### src/rtl/adc_sched_pkg.sv
// rtl/adc_sched_pkg.sv - shared FSM encoding, source/channel constants and parameter defaults
package adc_sched_pkg;

  typedef enum logic [1:0] {
    IDLE  = 2'd0,
    START = 2'd1,
    WAIT  = 2'd2,
    DONE  = 2'd3
  } state_e;

  typedef enum logic [1:0] {
    SRC_NONE = 2'd0,
    SRC_REQ0 = 2'd1,
    SRC_REQ1 = 2'd2,
    SRC_AUTO = 2'd3
  } src_e;

  localparam logic CH0 = 1'b0;
  localparam logic CH1 = 1'b1;

  localparam logic [15:0] SAMPLE_DIV_DEF = 16'd5000;
  localparam logic [10:0] TIMEOUT_DEF    = 11'd1024;

endpackage

### src/rtl/adc_rr_arbiter.sv
// rtl/adc_rr_arbiter.sv - round-robin pick between req0/req1, auto-trigger only when both are idle
module adc_rr_arbiter
  import adc_sched_pkg::*;
(
  input  logic clk_i,
  input  logic rst_ni,
  input  logic en_i,
  input  logic req0_i,
  input  logic req1_i,
  input  logic auto_i,
  output src_e grant_o,
  output logic ch_o
);

  // prio1_q set means req1 wins a tie; cleared after reset so req0 goes first
  logic prio1_q, prio1_d;
  logic auto_ch_q, auto_ch_d;

  always_comb begin
    grant_o   = SRC_NONE;
    ch_o      = CH0;
    prio1_d   = prio1_q;
    auto_ch_d = auto_ch_q;
    if (en_i) begin
      if (req0_i && (!req1_i || !prio1_q)) begin
        grant_o = SRC_REQ0;
        ch_o    = CH0;
        prio1_d = 1'b1;
      end else if (req1_i) begin
        grant_o = SRC_REQ1;
        ch_o    = CH1;
        prio1_d = 1'b0;
      end else if (auto_i) begin
        grant_o   = SRC_AUTO;
        ch_o      = auto_ch_q;
        auto_ch_d = ~auto_ch_q;
      end
    end
  end

  always_ff @(posedge clk_i or negedge rst_ni) begin
    if (!rst_ni) begin
      prio1_q   <= 1'b0;
      auto_ch_q <= CH0;
    end else begin
      prio1_q   <= prio1_d;
      auto_ch_q <= auto_ch_d;
    end
  end

endmodule

### src/rtl/adc_sample_scheduler.sv
// rtl/adc_sample_scheduler.sv - schedules ADC conversions for two requesters; ADC_SCHED_AUTO_EN adds a periodic auto-trigger
module adc_sample_scheduler
  import adc_sched_pkg::*;
#(
  parameter logic [15:0] SAMPLE_DIV = SAMPLE_DIV_DEF,
  parameter logic [10:0] TIMEOUT    = TIMEOUT_DEF
) (
  input  logic       CLK_50MHz,
  input  logic       RESET,
  input  logic       req0,
  input  logic       req1,
  output logic       ack0,
  output logic       ack1,
  output logic [7:0] sample_out,
  output logic       sample_ch,
  output logic       auto_valid,
  output logic       conv_start,
  output logic       conv_ch,
  input  logic       conv_done,
  input  logic [7:0] conv_data,
  output logic       err
);

  state_e      state_q;
  src_e        src_q;
  src_e        grant;
  logic        grant_ch;
  logic        auto_pend;
  logic [10:0] tmo_q;
  logic        ack0_q, ack1_q, auto_valid_q, conv_start_q, conv_ch_q, sample_ch_q, err_q;
  logic [7:0]  sample_out_q;

  adc_rr_arbiter u_arb (
    .clk_i  (CLK_50MHz),
    .rst_ni (RESET),
    .en_i   (state_q == IDLE),
    .req0_i (req0),
    .req1_i (req1),
    .auto_i (auto_pend),
    .grant_o(grant),
    .ch_o   (grant_ch)
  );

`ifdef ADC_SCHED_AUTO_EN
  logic [15:0] div_q;
  logic        auto_pend_q;
  logic        wrap;

  assign wrap = (div_q == SAMPLE_DIV - 16'd1);

  // A wrap while a trigger is still pending is absorbed, never queued
  always_ff @(posedge CLK_50MHz or negedge RESET) begin
    if (!RESET) begin
      div_q       <= 16'd0;
      auto_pend_q <= 1'b0;
    end else begin
      div_q       <= wrap ? 16'd0 : div_q + 16'd1;
      auto_pend_q <= wrap | (auto_pend_q & (grant != SRC_AUTO));
    end
  end

  assign auto_pend = auto_pend_q;
`else
  logic [15:0] unused_div;
  assign unused_div = SAMPLE_DIV;
  assign auto_pend  = 1'b0;
`endif

  always_ff @(posedge CLK_50MHz or negedge RESET) begin
    if (!RESET) begin
      state_q      <= IDLE;
      src_q        <= SRC_NONE;
      tmo_q        <= 11'd0;
      ack0_q       <= 1'b0;
      ack1_q       <= 1'b0;
      auto_valid_q <= 1'b0;
      conv_start_q <= 1'b0;
      conv_ch_q    <= CH0;
      sample_out_q <= 8'd0;
      sample_ch_q  <= CH0;
      err_q        <= 1'b0;
    end else begin
      conv_start_q <= 1'b0;
      ack0_q       <= 1'b0;
      ack1_q       <= 1'b0;
      auto_valid_q <= 1'b0;
      case (state_q)
        IDLE: begin
          if (grant != SRC_NONE) begin
            src_q        <= grant;
            conv_ch_q    <= grant_ch;
            conv_start_q <= 1'b1;
            state_q      <= START;
          end
        end
        START: begin
          tmo_q   <= 11'd1;
          state_q <= WAIT;
        end
        WAIT: begin
          // tmo_q equals cycles elapsed since conv_start, so err lands exactly TIMEOUT cycles after it
          if (conv_done) begin
            sample_out_q <= conv_data;
            sample_ch_q  <= conv_ch_q;
            ack0_q       <= (src_q == SRC_REQ0);
            ack1_q       <= (src_q == SRC_REQ1);
            auto_valid_q <= (src_q == SRC_AUTO);
            state_q      <= DONE;
          end else if (tmo_q == TIMEOUT - 11'd1) begin
            err_q   <= 1'b1;
            state_q <= IDLE;
          end else begin
            tmo_q <= tmo_q + 11'd1;
          end
        end
        DONE:    state_q <= IDLE;
        default: state_q <= IDLE;
      endcase
    end
  end

  assign ack0       = ack0_q;
  assign ack1       = ack1_q;
  assign auto_valid = auto_valid_q;
  assign conv_start = conv_start_q;
  assign conv_ch    = conv_ch_q;
  assign sample_out = sample_out_q;
  assign sample_ch  = sample_ch_q;
  assign err        = err_q;

endmodule

### config.mk
export PLATFORM = sky130hd
export DESIGN_NAME = adc_sample_scheduler
export DESIGN_NICKNAME = d
export VERILOG_FILES = /design/src/rtl/adc_sched_pkg.sv /design/src/rtl/adc_rr_arbiter.sv /design/src/rtl/adc_sample_scheduler.sv
export SDC_FILE = /design/constraint.sdc
export NUM_CORES = 1
export LEC_CHECK = 0
export ABC_CLOCK_PERIOD_IN_PS = 1600
export CORE_MARGIN = 8
export CORE_UTILIZATION = 44
export DETAILED_ROUTE_END_ITERATION = 16
export GPL_TIMING_DRIVEN = 0
export HOLD_SLACK_MARGIN = 0.02
export PLACE_DENSITY_LB_ADDON = 0.15
export SETUP_SLACK_MARGIN = 0.3
export SLEW_MARGIN = 20
export SYNTH_ARGS = -nofsm -noshare
export SYNTH_HDL_FRONTEND = slang
export SYNTH_SLANG_ARGS = --single-unit
### constraint.sdc
create_clock -name CLK_50MHz -period 1.6 [get_ports CLK_50MHz]
set_input_delay 0.16 -clock CLK_50MHz [delete_from_list [all_inputs] [get_ports CLK_50MHz]]
set_output_delay 0.16 -clock CLK_50MHz [all_outputs]
set_load 0.01 [all_outputs]
==> impl_metrics.ini, run 1 <==
[run_status]
status = finished, violations left
violations = setup timing

[yosys]
syn-cell-area_um2 = 1335
synth_top_cell_area_share_pct = 58.11
synth_cell_types = 32
synth_edf_count = 0
async_flop_share_pct = 100.0
yosysTopAreaCell = dfrtp_1
synthTopCellsByCount = 36 x nand2_1, 31 x dfrtp_1, 7 x a21oi_1
ys.flop_type = dfrtp_1
yosysWarnings = 0
synth-seq-cells = 31
yosysMostFrequentCell = nand2_1
synth_seq_area_share_pct = 58.11
syn-num-nets = 146
syn_inst = 132
syn_area_per_cell_um2 = 10.11
synth.top_cells.by_area = dfrtp_1 58%, nand2_1 10%, a21oi_1 2.6%, o21a_1 2.2%, nand3_1 1.9%

[sta]
fin_crit_sh_pct = 104.6
maxSlewHeadroom_pct = 53.03
finClkSkew_ps = 7.907
min_period_ps = 1674
rsz0062_at_grt = yes
timing.setup.tns_ps = -180.0
finalHoldViolCount = 0
worst-slew-pin-transition_ps = 704.6
fmax_mhz = 597.3
final.setup.worst_slack_ps = -74.32
drv_slew = 0
final-setup-viol-count = 3

[setup_path]
crit_arrival_ps = 1900
max_stage_delay_ps = 380
crit_path_cell_trace = ha_2 > nand4_1 > buf_4 > o31a_1 > mux2i_1 > a21o_1
crit_path_end_kind = flip-flop
path_buf_inv = 1
crit_fanout = 5
critPathTopFamily = compound AO/OA/AOI/OAI gates
crit_path_start_kind = flip-flop
crit_type = reg -> reg
critPathSlowestCell = dfrtp_1
cp_data_required_time_ps = 1830

[floorplan]
dieWidth_um = 71.09
core-area_um2 = 2978
die_h_um = 71.09
num_io_pins = 28
dieArea_um2 = 5053
rows = 20
initial_core_util_pct = 44.83

[global_routing]
grt_max_degree = 32
grt_pass1_vias = 1245
grt_overflow_total = 0
antenna_found_initial = 0
grt_usage_pct = 14.14
grt_pass1_wl_mm = 5.630

[power]
power_density_nw_per_um2 = 1457
ir_worst_vdd_uv = 934.7
leakage_nw = 0.9191
power_mw = 2.730

[final_layout]
synthToLayoutAreaGrowth_pct = 40.39
fin_area_um2 = 1874
fin_cells = 215
num-nets-final = 196
antenna_cells = 0
drive_above_1_share_pct = 21.98

[place]
pre_cts_slack_ps = -415.1
gp_congestion = 0.8164
place_hpwl_mm = 2.092
dp.cells = 192
place_area_um2 = 1644
portBuffers = 27

[drt]
wl_mm = 3.465
antenna_left = 0
drtPass1Iterations = 4
routed_via_density = 5.460
vias = 1174
drtIter0Drc = 103
drc = 0
wl_per_cell_um = 16.12

[cts]
cts_tree = built
numClockSinks = 31
cts_max_path_buffers = 2
root_buffer = clkbuf_4
cts-buffers-inserted = 5
worstSkewPairLatency_ps = 320
htreeDepth = 2
clkSlewWorstSetupHoldPaths_ps = 100

[run]
maxCapViolations = 0

[hold_path]
hold_path_class = in -> reg
logic make-up (layout without fill, tap and decap cells):
| kind of cell | count (synthesis) | in the layout | share of synthesized area (%) |
|---|---|---|---|
| simple gates | 67 | 67 | 24.65 |
| flops | 31 | 31 | 58.11 |
| compound gates | 26 | 26 | 13.50 |
| buf+inv | 5 | 55 | 1.406 |
| fa+ha+maj | 1 | 1 | 0.9371 |
| xor+xnor | 1 | 1 | 0.6562 |
| mux | 1 | 1 | 0.7498 |
state kept, by name (all words and copies together), names as in the netlist:
name           flops
tmo_q             11
sample_out         8
src_q              2
state_q            2
ack0               1
ack1               1
auto_valid         1
conv_ch            1
conv_start         1
err                1
sample_ch          1
u_arb.prio1_q      1
stage by stage:
step	util, %	hold WS (ps)
floorplan	-	-135.6
global placement	55.38	440.7
detailed placement	55.21	248.0
CTS	61.01	345.0
global route	62.94	347.8
finish	62.94	357.8
area by class of cell:
| cell class | instances | area, um^2 |
|---|---|---|
| Fill cell | 263 | 1104 |
| Sequential cell | 31 | 778.2 |
| Multi-Input combinational cell | 96 | 594.3 |
| Timing Repair Buffer | 43 | 380.4 |
| Clock buffer | 6 | 51.30 |
| Tap cell | 33 | 41.29 |
| Buffer | 3 | 16.27 |
| Inverter | 2 | 7.507 |
| Clock inverter | 1 | 5.005 |
placed cells by master, fill, tap and decap left out, types with 2 or more instances in the layout:
master / Yosys / layout
nand4_1: 4 / 4
o21a_1: 4 / 4
nand3_2: 0 / 3
a21o_1: 2 / 2
buf_4: 0 / 12
buf_6: 0 / 3
dfrtp_2: 0 / 2
nor2_1: 3 / 2
nand3_1: 5 / 2
dfrtp_1: 31 / 29
clkbuf_4: 0 / 6
o21ai_0: 5 / 2
a21oi_1: 7 / 5
nor4_1: 2 / 2
dlygate4sd2_1: 0 / 15
inv_1: 2 / 2
o21ai_1: 0 / 3
nor3_1: 4 / 3
and3_1: 2 / 2
nand2b_1: 3 / 3
a21oi_2: 0 / 2
nand2_1: 36 / 36
clkdlybuf4s50_1: 0 / 11
o211ai_1: 2 / 2
worst reg2reg max path: cells and delay by family (launching register included):
family	cells	cell delay [ps]
fa+ha+maj	1	180
simple gates	1	170
buf+inv	1	200
compound gates	2	480
mux	1	160
flops	1	380
power by group:
group / internal, mW / leakage [nW] / switching [mW]
clock network: 0.203 / 0.0341 / 0.265
registers: 1.03 / 0.396 / 0.171
logic: 0.505 / 0.489 / 0.554
total: 1.74 / 0.919 / 0.991
timing repair:
item | 4_1_cts | 5_1_grt
gates resized for setup | 29 | 10
setup endpoints to repair | 38 | 24
endpoints found under the hold margin | 31 | 0
pin swaps | 10 | 8
gates cloned | 0 | 0
buffers inserted | 11 | 4
hold buffers | 1 | 0
final timing paths:
| check | startpoint | end | slack [ps] | cells past startpoint |
|---|---|---|---|---|
| worst min-delay path | conv_data[1] | sample_out[1] | 360 | 3 |
| worst max register to register | tmo_q[0] | tmo_q[6] | -70 | 6 |
| worst max-delay path | tmo_q[0] | tmo_q[6] | -70 | 6 |
| worst min register to register | err | err | 470 | 1 |
| max in group asynchronous | RESET | state_q[0] | 690 | 2 |
| min in group asynchronous | RESET | tmo_q[5] | 410 | 2 |
per-layer routing:
layer,up-vias,GRT usage [%],wire [um]
met2,31,23.89,1821
met1,574,14.60,1399
met3,4,6.638,216
met5,-,0,0
li1,565,-,-
met4,0,6.236,27
No activity file was read; power rests on OpenSTA's default activity.
==> run 2, diff against run 1 <==
--- a/config.mk
+++ b/config.mk
@@ -5,11 +5,10 @@
 export SDC_FILE = /design/constraint.sdc
 export NUM_CORES = 1
 export LEC_CHECK = 0
-export ABC_CLOCK_PERIOD_IN_PS = 1600
+export ABC_CLOCK_PERIOD_IN_PS = 1850
 export CORE_MARGIN = 8
-export CORE_UTILIZATION = 44
+export CORE_UTILIZATION = 45
 export DETAILED_ROUTE_END_ITERATION = 16
-export GPL_TIMING_DRIVEN = 0
 export HOLD_SLACK_MARGIN = 0.02
 export PLACE_DENSITY_LB_ADDON = 0.15
 export SETUP_SLACK_MARGIN = 0.3
==> constraint.sdc (replaced) <==
create_clock -name CLK_50MHz -period 1.85 [get_ports CLK_50MHz]
set_input_delay 0.185 -clock CLK_50MHz [delete_from_list [all_inputs] [get_ports CLK_50MHz]]
set_output_delay 0.185 -clock CLK_50MHz [all_outputs]
set_load 0.01 [all_outputs]
==> impl_metrics.ini, run 2 (synthesis gave the netlist of run 1 again) <==
[run_status]
status = finished clean

[drt]
drtPass1Iterations = 4
vias = 1107
wl_mm = 3.124
antenna_left = 0
routed_via_density = 5.400
wl_per_cell_um = 15.24
drtIter0Drc = 88
drc = 0

[sta]
drv_slew = 0
final-setup-viol-count = 0
worst-slew-pin-transition_ps = 387.9
rsz0062_at_grt = yes
min_period_ps = 1590
maxSlewHeadroom_pct = 74.14
fin_crit_sh_pct = 85.97
timing.setup.tns_ps = 0
hold_ws_ps = 232.6
finalHoldViolCount = 0
finClkSkew_ps = 3.628
fmax_mhz = 628.8

[global_routing]
grt_use_met1_pct = 14.46
grt_pass1_vias = 1154
met3_usage_pct = 7.486
grt_usage_pct = 13.73
grt_pass1_wl_mm = 5.409
grt_overflow_total = 0
grt.busiest_layer = met2
grt_max_degree = 32
grt.met2_usage_pct = 21.93
antenna_found_initial = 0

[setup_path]
crit_fanout = 5
crit_path_end_kind = flip-flop
cp_data_required_time_ps = 2080
crit_arrival_ps = 1820
crit_path_start_kind = flip-flop
crit_type = reg -> reg

[floorplan]
die_h_um = 70.47
rows = 19
initial_core_util_pct = 48.00
dieArea_um2 = 4965
num_io_pins = 28
core-area_um2 = 2781
dieWidth_um = 70.47

[cts]
root_buffer = clkbuf_4
cts_max_path_buffers = 2
cts_hold_buf = 0
htreeDepth = 2
cts-buffers-inserted = 5
clkSlewWorstSetupHoldPaths_ps = 100
cts_tree = built
numClockSinks = 31
worstSkewPairLatency_ps = 330

[power]
ir_worst_vdd_uv = 1313
power_density_nw_per_um2 = 1342
power_mw = 2.399
leakage_nw = 0.8224

[hold_path]
hold_path_class = in -> async

[final_layout]
final_cell_mix = 36 x nand2_1, 31 x dfrtp_1, 27 x clkdlybuf4s50_1
drive_above_1_share_pct = 12.64
largest_register_ffs = 11
num-nets-final = 188
synthToLayoutAreaGrowth_pct = 33.93
antenna_cells = 0
final_common_cell = nand2_1
fillers = 236
fin_area_um2 = 1788
regMostFlops = tmo_q

[place]
portBuffers = 27
place_hpwl_mm = 2.231
place_area_um2 = 1680
gp_congestion = 0.8543

[run]
maxCapViolations = 0
==> run 2: metal layers <==
metal,share of wire (%),up-vias
li1,-,545
met1,42,529
met2,48,27
met3,7.9,6
met4,1.7,0
met5,0,-
==> run 2: layout make-up <==
type | instances | area, um^2 | share of cell area, %
clock buffer | 6 | 51.30 | 2.869
timing repair buffer | 38 | 356.6 | 19.94
inverter | 2 | 7.507 | 0.4199
tap | 31 | 38.79 | 2.169
multi-input combinational | 96 | 553.0 | 30.93
clock inverter | 1 | 5.005 | 0.2799
sequential | 31 | 775.7 | 43.39
==> run 2: report_power, final <==
part / switching, mW / internal (mW) / leakage (nW)
Sequential: 0.157 / 0.888 / 0.399
Clock: 0.236 / 0.176 / 0.0341
Combinational: 0.452 / 0.490 / 0.390
==> run 2: what timing repair did <==
item / CTS / global route
gates resized for setup: 2 / 0
endpoints found under the setup margin: 8 / 8
gates cloned: 0 / 0
setup buffers: 5 / 0
pin swaps: 5 / 0
==> run 2: per-stage QoR <==
step	worst slack, ps	utilization [%]	cells
6_report	259.6	64.28	205
3_3_place_gp	122.0	60.41	193
4_1_cts	245.9	64.28	205
3_5_place_dp	64.93	60.41	193
2_1_floorplan	266.7	-	132
5_1_grt	166.1	64.28	205
==> run 2: worst paths after layout <==
kind | from | endpoint | slack (ps) | depth (start not counted)
max | tmo_q[0] | tmo_q[6] | 260 | 5
min | RESET | err | 230 | 2
max reg2reg | tmo_q[0] | tmo_q[6] | 260 | 5
min reg2reg | u_arb.prio1_q | u_arb.prio1_q | 470 | 1
max in group asynchronous | RESET | tmo_q[1] | 1340 | 2
min in group CLK_50MHz | conv_data[2] | sample_out[2] | 370 | 3
==> run 2: worst max-delay path, stage by stage (launching register included) <==
cell and delay, ps:
dfrtp_1 410, ha_4 150, nand4_1 210, o31a_1 410
mux2i_1 140, a21o_1 160
